[src/rtl/wb_arbiter_n_pkg.sv]
// Shared types and helpers for the N-master Wishbone arbiter.
// Sized for up to 8 masters and 64-bit fields.
package wb_arb_pkg;

    typedef enum logic [1:0] {
        IDLE  = 2'd0,
        GRANT = 2'd1,
        ERR   = 2'd2
    } arb_state_e;

    localparam int MAX_MASTERS = 8;
    localparam int IDX_W       = $clog2(MAX_MASTERS);
    localparam int MAX_FIELD   = 64;
    localparam int MAX_BUS     = MAX_MASTERS * MAX_FIELD;
    localparam int CNT_W       = 16;

    // Extract field idx of width w from a packed bus, zero-extended.
    function automatic logic [MAX_FIELD-1:0] get_slice(input logic [MAX_BUS-1:0] bus,
                                                       input int idx, input int w);
        logic [MAX_FIELD-1:0] r;
        r = '0;
        for (int b = 0; b < MAX_FIELD; b++) begin
            if (b < w) r[b] = bus[idx*w + b];
        end
        return r;
    endfunction

    function automatic logic [IDX_W-1:0] onehot_to_idx(input logic [MAX_MASTERS-1:0] oh);
        logic [IDX_W-1:0] r;
        r = '0;
        for (int i = 0; i < MAX_MASTERS; i++) begin
            if (oh[i]) r = IDX_W'(i);
        end
        return r;
    endfunction

endpackage

[src/rtl/wb_arbiter_n_if.sv]
// Bus bundle between N Wishbone masters, the arbiter and one slave.
// Names are relative to the arbiter: _i enters it, _o leaves it.
interface wb_arbiter_n_if #(
    parameter int N_MASTERS = 2,
    parameter int AW        = 32,
    parameter int DW        = 32
);
    localparam int SW = DW / 8;

    // Wishbone classic: a beat completes in a cycle where cyc, stb and ack are all high;
    // the initiator holds cyc/stb/adr/dat/sel/we stable until that cycle.
    logic [N_MASTERS-1:0]    m_cyc_i;
    logic [N_MASTERS-1:0]    m_stb_i;
    logic [N_MASTERS-1:0]    m_we_i;
    logic [N_MASTERS*SW-1:0] m_sel_i;
    logic [N_MASTERS*AW-1:0] m_adr_i;
    logic [N_MASTERS*DW-1:0] m_dat_i;
    logic [N_MASTERS-1:0]    m_ack_o;
    logic [N_MASTERS-1:0]    m_err_o;
    logic [DW-1:0]           m_dat_o;
    logic                    s_cyc_o;
    logic                    s_stb_o;
    logic                    s_we_o;
    logic [SW-1:0]           s_sel_o;
    logic [AW-1:0]           s_adr_o;
    logic [DW-1:0]           s_dat_o;
    logic                    s_ack_i;
    logic [DW-1:0]           s_dat_i;

    // slave: the arbiter itself (slave of the N masters); master: the surrounding system.
    modport slave (
        input  m_cyc_i, m_stb_i, m_we_i, m_sel_i, m_adr_i, m_dat_i, s_ack_i, s_dat_i,
        output m_ack_o, m_err_o, m_dat_o, s_cyc_o, s_stb_o, s_we_o, s_sel_o, s_adr_o, s_dat_o
    );

    modport master (
        output m_cyc_i, m_stb_i, m_we_i, m_sel_i, m_adr_i, m_dat_i, s_ack_i, s_dat_i,
        input  m_ack_o, m_err_o, m_dat_o, s_cyc_o, s_stb_o, s_we_o, s_sel_o, s_adr_o, s_dat_o
    );

endinterface

[src/rtl/wb_arbiter_n_rr_picker.sv]
// Combinational one-hot winner selector: fixed priority (index 0 first)
// or round-robin starting one above the last winner.
module rr_picker
    import wb_arb_pkg::*;
#(
    parameter int N = 2
) (
    input  logic [N-1:0]     req_i,
    input  logic [IDX_W-1:0] ptr_i,
    input  logic             rr_mode_i,
    output logic [N-1:0]     gnt_o
);

    logic found;

    always_comb begin
        gnt_o = '0;
        found = 1'b0;
        for (int k = 0; k < N; k++) begin
            if (!found && req_i[(rr_mode_i ? (int'(ptr_i) + 1 + k) : k) % N]) begin
                gnt_o[(rr_mode_i ? (int'(ptr_i) + 1 + k) : k) % N] = 1'b1;
                found = 1'b1;
            end
        end
    end

endmodule

[src/rtl/wb_arbiter_n.sv]
// N-master to 1-slave Wishbone classic arbiter with burst beat limit
// and per-transfer ack timeout reported as an error to the stalled owner.
module wb_arbiter_n
    import wb_arb_pkg::*;
#(
    parameter int N_MASTERS = 2,
    parameter int AW        = 32,
    parameter int DW        = 32,
    parameter int RR_MODE   = 1,
    parameter int MAX_BEATS = 0,
    parameter int TIMEOUT   = 255
) (
    input  logic                 clk,
    input  logic                 rst,
    wb_arbiter_n_if.slave        bus,
    output logic [N_MASTERS-1:0] grant_o,
    output logic                 timeout_o,
    output arb_state_e           state_o
);

    localparam int SW = DW / 8;

    arb_state_e           state_q, state_d;
    logic [N_MASTERS-1:0] grant_q, grant_d, pick;
    logic [IDX_W-1:0]     ptr_q, ptr_d, gidx, pick_idx;
    logic [CNT_W-1:0]     beat_q, beat_d, to_q, to_d;
    logic                 owner_cyc, owner_stb, others_req, beat_limit, to_expire;
    logic [MAX_BUS-1:0]   sel_bus, adr_bus, dat_bus;

    rr_picker #(.N(N_MASTERS)) u_picker (
        .req_i     (bus.m_cyc_i),
        .ptr_i     (ptr_q),
        .rr_mode_i (RR_MODE != 0),
        .gnt_o     (pick)
    );

    assign gidx       = onehot_to_idx(MAX_MASTERS'(grant_q));
    assign pick_idx   = onehot_to_idx(MAX_MASTERS'(pick));
    assign sel_bus    = MAX_BUS'(bus.m_sel_i);
    assign adr_bus    = MAX_BUS'(bus.m_adr_i);
    assign dat_bus    = MAX_BUS'(bus.m_dat_i);
    assign owner_cyc  = |(bus.m_cyc_i & grant_q);
    assign owner_stb  = owner_cyc && (|(bus.m_stb_i & grant_q));
    assign others_req = |(bus.m_cyc_i & ~grant_q);
    assign beat_limit = (MAX_BEATS > 0) && bus.s_ack_i && others_req &&
                        (beat_q >= CNT_W'(MAX_BEATS - 1));
    // An ack in the expiring cycle completes the beat, so it suppresses the error.
    assign to_expire  = (TIMEOUT > 0) && owner_stb && !bus.s_ack_i &&
                        (to_q == CNT_W'(TIMEOUT - 1));

    always_comb begin
        bus.s_cyc_o = 1'b0;
        bus.s_stb_o = 1'b0;
        bus.s_we_o  = 1'b0;
        bus.s_sel_o = '0;
        bus.s_adr_o = '0;
        bus.s_dat_o = '0;
        bus.m_ack_o = '0;
        bus.m_err_o = '0;
        timeout_o   = 1'b0;
        if (state_q == GRANT) begin
            bus.s_cyc_o = owner_cyc;
            bus.s_stb_o = owner_stb;
            bus.s_we_o  = |(bus.m_we_i & grant_q);
            bus.s_sel_o = SW'(get_slice(sel_bus, int'(gidx), SW));
            bus.s_adr_o = AW'(get_slice(adr_bus, int'(gidx), AW));
            bus.s_dat_o = DW'(get_slice(dat_bus, int'(gidx), DW));
            bus.m_ack_o = grant_q & {N_MASTERS{bus.s_ack_i}};
        end else if (state_q == ERR) begin
            bus.m_err_o = grant_q;
            timeout_o   = 1'b1;
        end
    end

    assign bus.m_dat_o = bus.s_dat_i;

    always_comb begin
        state_d = state_q;
        grant_d = grant_q;
        ptr_d   = ptr_q;
        beat_d  = beat_q;
        to_d    = to_q;
        unique case (state_q)
            IDLE: begin
                if (|bus.m_cyc_i) begin
                    state_d = GRANT;
                    grant_d = pick;
                    ptr_d   = pick_idx;
                    beat_d  = '0;
                    to_d    = '0;
                end
            end
            GRANT: begin
                if (bus.s_ack_i && (beat_q != '1)) beat_d = beat_q + CNT_W'(1);
                if (owner_stb && !bus.s_ack_i) to_d = to_q + CNT_W'(1);
                else                           to_d = '0;
                if (to_expire) begin
                    state_d = ERR;
                end else if (!owner_cyc || beat_limit) begin
                    state_d = IDLE;
                    grant_d = '0;
                end
            end
            ERR: begin
                state_d = IDLE;
                grant_d = '0;
                beat_d  = '0;
                to_d    = '0;
            end
            default: begin
                state_d = IDLE;
                grant_d = '0;
            end
        endcase
    end

    always_ff @(posedge clk) begin
        if (!rst) begin
            state_q <= IDLE;
            grant_q <= '0;
            ptr_q   <= IDX_W'(N_MASTERS - 1);
            beat_q  <= '0;
            to_q    <= '0;
        end else begin
            state_q <= state_d;
            grant_q <= grant_d;
            ptr_q   <= ptr_d;
            beat_q  <= beat_d;
            to_q    <= to_d;
        end
    end

    assign grant_o = grant_q;
    assign state_o = state_q;

endmodule
[src/flat_wrapper.sv]
// flat-port wrapper written by rule: the top's interface ports become plain ports
module wb_arbiter_n_flat import wb_arb_pkg::*;
#(
    parameter int N_MASTERS = 2,
    parameter int AW        = 32,
    parameter int DW        = 32,
    parameter int RR_MODE   = 1,
    parameter int MAX_BEATS = 0,
    parameter int TIMEOUT   = 255
)
  (clk, rst, grant_o, timeout_o, state_o, bus_m_cyc_i, bus_m_stb_i, bus_m_we_i, bus_m_sel_i, bus_m_adr_i, bus_m_dat_i, bus_s_ack_i, bus_s_dat_i, bus_m_ack_o, bus_m_err_o, bus_m_dat_o, bus_s_cyc_o, bus_s_stb_o, bus_s_we_o, bus_s_sel_o, bus_s_adr_o, bus_s_dat_o);
  wb_arbiter_n_if #(.N_MASTERS(N_MASTERS), .AW(AW), .DW(DW)) bus_i ();
  input  logic clk;
  input  logic rst;
  output logic [N_MASTERS-1:0] grant_o;
  output logic timeout_o;
  output arb_state_e state_o;
  input wire logic [$bits(bus_i.m_cyc_i)-1:0] bus_m_cyc_i;
  input wire logic [$bits(bus_i.m_stb_i)-1:0] bus_m_stb_i;
  input wire logic [$bits(bus_i.m_we_i)-1:0] bus_m_we_i;
  input wire logic [$bits(bus_i.m_sel_i)-1:0] bus_m_sel_i;
  input wire logic [$bits(bus_i.m_adr_i)-1:0] bus_m_adr_i;
  input wire logic [$bits(bus_i.m_dat_i)-1:0] bus_m_dat_i;
  input wire logic [$bits(bus_i.s_ack_i)-1:0] bus_s_ack_i;
  input wire logic [$bits(bus_i.s_dat_i)-1:0] bus_s_dat_i;
  output wire logic [$bits(bus_i.m_ack_o)-1:0] bus_m_ack_o;
  output wire logic [$bits(bus_i.m_err_o)-1:0] bus_m_err_o;
  output wire logic [$bits(bus_i.m_dat_o)-1:0] bus_m_dat_o;
  output wire logic [$bits(bus_i.s_cyc_o)-1:0] bus_s_cyc_o;
  output wire logic [$bits(bus_i.s_stb_o)-1:0] bus_s_stb_o;
  output wire logic [$bits(bus_i.s_we_o)-1:0] bus_s_we_o;
  output wire logic [$bits(bus_i.s_sel_o)-1:0] bus_s_sel_o;
  output wire logic [$bits(bus_i.s_adr_o)-1:0] bus_s_adr_o;
  output wire logic [$bits(bus_i.s_dat_o)-1:0] bus_s_dat_o;
  assign bus_i.m_cyc_i = bus_m_cyc_i;
  assign bus_i.m_stb_i = bus_m_stb_i;
  assign bus_i.m_we_i = bus_m_we_i;
  assign bus_i.m_sel_i = bus_m_sel_i;
  assign bus_i.m_adr_i = bus_m_adr_i;
  assign bus_i.m_dat_i = bus_m_dat_i;
  assign bus_i.s_ack_i = bus_s_ack_i;
  assign bus_i.s_dat_i = bus_s_dat_i;
  assign bus_m_ack_o = bus_i.m_ack_o;
  assign bus_m_err_o = bus_i.m_err_o;
  assign bus_m_dat_o = bus_i.m_dat_o;
  assign bus_s_cyc_o = bus_i.s_cyc_o;
  assign bus_s_stb_o = bus_i.s_stb_o;
  assign bus_s_we_o = bus_i.s_we_o;
  assign bus_s_sel_o = bus_i.s_sel_o;
  assign bus_s_adr_o = bus_i.s_adr_o;
  assign bus_s_dat_o = bus_i.s_dat_o;
  wb_arbiter_n #(.N_MASTERS(N_MASTERS), .AW(AW), .DW(DW), .RR_MODE(RR_MODE), .MAX_BEATS(MAX_BEATS), .TIMEOUT(TIMEOUT)) u_core (.clk(clk), .rst(rst), .bus(bus_i), .grant_o(grant_o), .timeout_o(timeout_o), .state_o(state_o));
endmodule
[config.mk]
export PLATFORM = sky130hd
export DESIGN_NAME = wb_arbiter_n_flat
export DESIGN_NICKNAME = d
export VERILOG_FILES = /design/src/rtl/wb_arbiter_n_pkg.sv /design/src/rtl/wb_arbiter_n_if.sv /design/src/rtl/wb_arbiter_n_rr_picker.sv /design/src/rtl/wb_arbiter_n.sv /design/src/flat_wrapper.sv
export SDC_FILE = /design/constraint.sdc
export NUM_CORES = 1
export LEC_CHECK = 0
export CORE_AREA = 3 3 110 112
export CTS_CLUSTER_DIAMETER = 80
export DETAILED_ROUTE_END_ITERATION = 7
export DIE_AREA = 0 0 113 115
export PLACE_DENSITY = 0.75
export SKIP_CTS_REPAIR_TIMING = 1
export SLEW_MARGIN = 20
export SYNTH_ARGS = -nofsm -noshare
export SYNTH_HDL_FRONTEND = slang
export SYNTH_SLANG_ARGS = --single-unit
[constraint.sdc]
create_clock -name clk -period 2.9 [get_ports clk]
set_input_delay 0.435 -clock clk [delete_from_list [all_inputs] [get_ports clk]]
set_output_delay 0.435 -clock clk [all_outputs]
set_load 0.02 [all_outputs]
==> metrics.md, run 1 <==
| Metric | Value |
|---|---|
| First-pass GRT wire length | `18,400 um` |
| Total number of vias | `3,182` |
| Largest net degree at the start of global routing | `37` |
| PortBufs | `224` |
| Inserted Clock Buffers | `3` |
| DRT Pass-1 Iters | `4` |
| Post-route clock period utilization | `about 93%` |
| GRT Total Usage | `18.3%` |
| Yosys reg bits | `21` |
| Number of distinct library cells after synthesis | `between 40 and 50` |
| DR DRC count | `0` |
| Critical path launch point | `bus_m_cyc_i[1]` |
| Core Util, Final | `between 40% and 50%` |
| Min Hold Slack | `0.499 ns` |
| Worst-path clk slew | `0.06 ns` |
| Post-synthesis cell area | `0.00249 mm2` |
| Die Span X | `approximately 110 um` |
| Critical Path Max Stage Delay | `roughly 0.62 ns` |
| Number of synthesized flops with an enable pin | `0` |
| Sequential fraction of the synthesis area | `16.9%` |
| Worst Hold Class | `reg2reg` |
| Worst slew margin relative to its limit | `between 70% and 80%` |
| Top Ports | `289` |
| CP endpoint kind | `output port` |
| R2R setup slack | `0.88 ns` |
| CTS Sinks | `21` |
| Worst r2r dst | `u_core.to_q[6]` |
| Clock Latency Late Sink | `about 0.25 ns` |
| Antenna-violating nets left | `0` |
| H-tree Lvls | `1` |
| GRT overflow | `0` |
| Root Buffer | `clkbuf_16` |
| Vias/cell | `approximately 4.8` |
| Worst-path cell chain | `clkdlybuf4s50_1 -> a22o_2 -> nand3_2 -> and2_2 -> nor2_1 -> clkdlybuf4s50_1` |
| Area Growth Syn to Fin | `89.3%` |
| Async SR Flop Fraction | `0%` |
| Die H | `115 um` |
| Arr. time, crit path | `~2.3 ns` |
| ANT cells | `0` |
| Crit-path most repeated cell | `clkdlybuf4s50_1` |
| Hold Violations, Final | `0` |
| Slew Limit Fails | `0` |
| Final GP Congestion | `0.864` |
| Nets | `slightly above 700` |
| Startpoint types | `input pin` |
| Most used flip-flop cell after synthesis | `dfxtp_1` |
| Vias in the first global route | `between 3,000 and 4,000` |
| Outcome | `completed` |
| Crit path max fanout | `7` |
| WS Path Type | `in2out` |
| Lkg Pwr | `1.59 nW` |
| R2R depth | `6` |
| Fmax | `approximately 370 MHz` |
| Share of cells above drive strength 1 | `3.61%` |
| Power Density | `270 mW/mm2` |
| Unrepaired setup endpoints after global routing | `no` |
| Clock skew | `~0.0014 ns` |
| RR Startpoint | `u_core.grant_o[0]` |
| Iter 0 DRT Violations | `263` |
| Measured slew at the worst slew-check pin | `0.429 ns` |
| Critical Path Slowest Stage Cell | `clkdlybuf4s50_1` |
| Synthesized net count | `523` |
| Mean Syn Cell Area | `slightly above 7 um2` |
| Die Footprint | `0.0130 mm2` |
| CP required | `around 2.5 ns` |
| Synth Warn # | `0` |
| Setup crit end | `bus_s_stb_o` |
| Hpwl dp | `roughly 11,000 um` |
| TNS Setup | `0 ns` |
| Initial Utilization | `22.0%` |
| Tot Pwr | `1.27 mW` |
| CTS tree | `built` |
| Max rail drop VDD | `260 uV` |
| Number of placement rows | `39` |
| Initial antenna violation count | `0` |
| Average wire per standard cell | `19.5 um` |
| Worst-case clock buffer depth | `2` |
| Final wirelength | `~13,000 um` |
| Min cycle time layout | `between 2 and 3 ns` |
| Final Setup Violations | `0` |
| Max-cap violations | `0` |
| Cell count after synthesis | `344` |
| Core area | `0.0113 mm2` |
[placed cells by master (no fill, tap or decap), types with 2 or more instances in the layout]
cell type | Yosys | routed
or4_1 | 2 | 2
inv_1 | 2 | 2
clkbuf_16 | 0 | 3
nand4_1 | 5 | 5
ha_1 | 2 | 2
and3_1 | 5 | 5
or3_1 | 8 | 8
mux2i_1 | 69 | 69
nor4_1 | 2 | 2
a22o_2 | 2 | 2
buf_4 | 32 | 5
nor3_1 | 5 | 5
buf_12 | 0 | 2
dfxtp_1 | 21 | 20
nand3b_1 | 4 | 4
clkdlybuf4s50_1 | 0 | 224
o211ai_1 | 2 | 2
nand3_1 | 13 | 13
nand2_1 | 24 | 24
a21oi_1 | 8 | 8
nor2b_1 | 3 | 3
and2_1 | 6 | 6
o21ai_0 | 3 | 3
nor2_1 | 78 | 78
a31oi_1 | 12 | 12
[layout make-up]
type	count	area [um2]
Clock buffer	4	78.8
Fill cell	1167	6610
Inverter	3	11.3
Multi-Input combinational cell	267	1700
Sequential cell	21	424
Tap cell	143	179
Timing Repair Buffer	231	2320
[critical path: cells and delay by family]
kind | cells | cell delay [ns]
AOI/OAI and AO/OA | 1 | 0.20
and+or+nand+nor | 3 | 0.41
buffers and inverters | 2 | 1.21
[power breakdown]
part           internal, mW  switching [mW]
clock                 0.187           0.108
combinational         0.371           0.297
sequential            0.293          0.0176
[through the flow]
| step | cells | setup slack [ns] | cell area, um2 |
|---|---|---|---|
| floorplan | 344 | 0.881 | 2490 |
| global placement | 665 | 0.216 | 4640 |
| detailed placement | 665 | 0.180 | 4640 |
| CTS | 669 | 0.186 | 4710 |
| global route | 669 | 0.103 | 4710 |
| finish | 669 | 0.202 | 4710 |
[worst min-delay path by stage]
stage	from	to	slack (ns)	cells after the start
after floorplan	u_core.to_q[5]	u_core.to_q[5]	0.46	2
after global placement	u_core.to_q[5]	u_core.to_q[5]	0.47	2
after detailed placement	u_core.to_q[5]	u_core.to_q[5]	0.49	2
after CTS	u_core.to_q[5]	u_core.to_q[5]	0.50	2
after global routing	u_core.to_q[5]	u_core.to_q[5]	0.52	2
final	u_core.to_q[5]	u_core.to_q[5]	0.50	2
[cell usage after synthesis, drive strengths merged (5+ instances only)]
master  instances  area (um2)
a31oi          12        75.1
and3            5        31.3
nand2          24        90.1
and2            7        45.1
buf            42         294
nand4           5        31.3
clkbuf         11        65.1
dfxtp          21         420
a21oi           8        40.0
nand3          14        75.1
or3             8        50.1
nor2           78         293
mux2i          69         691
nor3            5        25.0
[cell families (layout without fill, tap and decap cells)]
group | count (synthesis) | in the layout | synth area share (%)
simple gates | 160 | 160 | 29.7
mux | 69 | 69 | 27.7
xor+xnor | 1 | 1 | 0.352
compound gates | 35 | 35 | 9.45
flops | 21 | 21 | 16.9
fa+ha+maj | 2 | 2 | 1.00
buf+inv | 56 | 238 | 14.9
[metal layers]
| layer | GRT usage, % | vias up | routed length (um) |
|---|---|---|---|
| met4 | 2.24 | 0 | 104 |
| li1 | - | 1533 | - |
| met1 | 22.8 | 1462 | 5080 |
| met5 | 0 | - | 0 |
| met3 | 15.3 | 21 | 2590 |
| met2 | 24.6 | 166 | 5260 |
[flip-flops by register name, summed over array words and instances, names as in the netlist]
register and count:
u_core.state_o 2, u_core.ptr_q 1, u_core.to_q 16, u_core.grant_o 2
(Power assumes the default switching activity.)
==> inputs of run 2 (changes only) <==
--- a/config.mk
+++ b/config.mk
@@ -9,6 +9,7 @@
 export CTS_CLUSTER_DIAMETER = 80
 export DETAILED_ROUTE_END_ITERATION = 7
 export DIE_AREA = 0 0 113 115
+export HOLD_SLACK_MARGIN = 0.06
 export PLACE_DENSITY = 0.75
 export SKIP_CTS_REPAIR_TIMING = 1
 export SLEW_MARGIN = 20
==> results of run 2 <==
Final layout, timing and power as in run 1 (identical DEF).
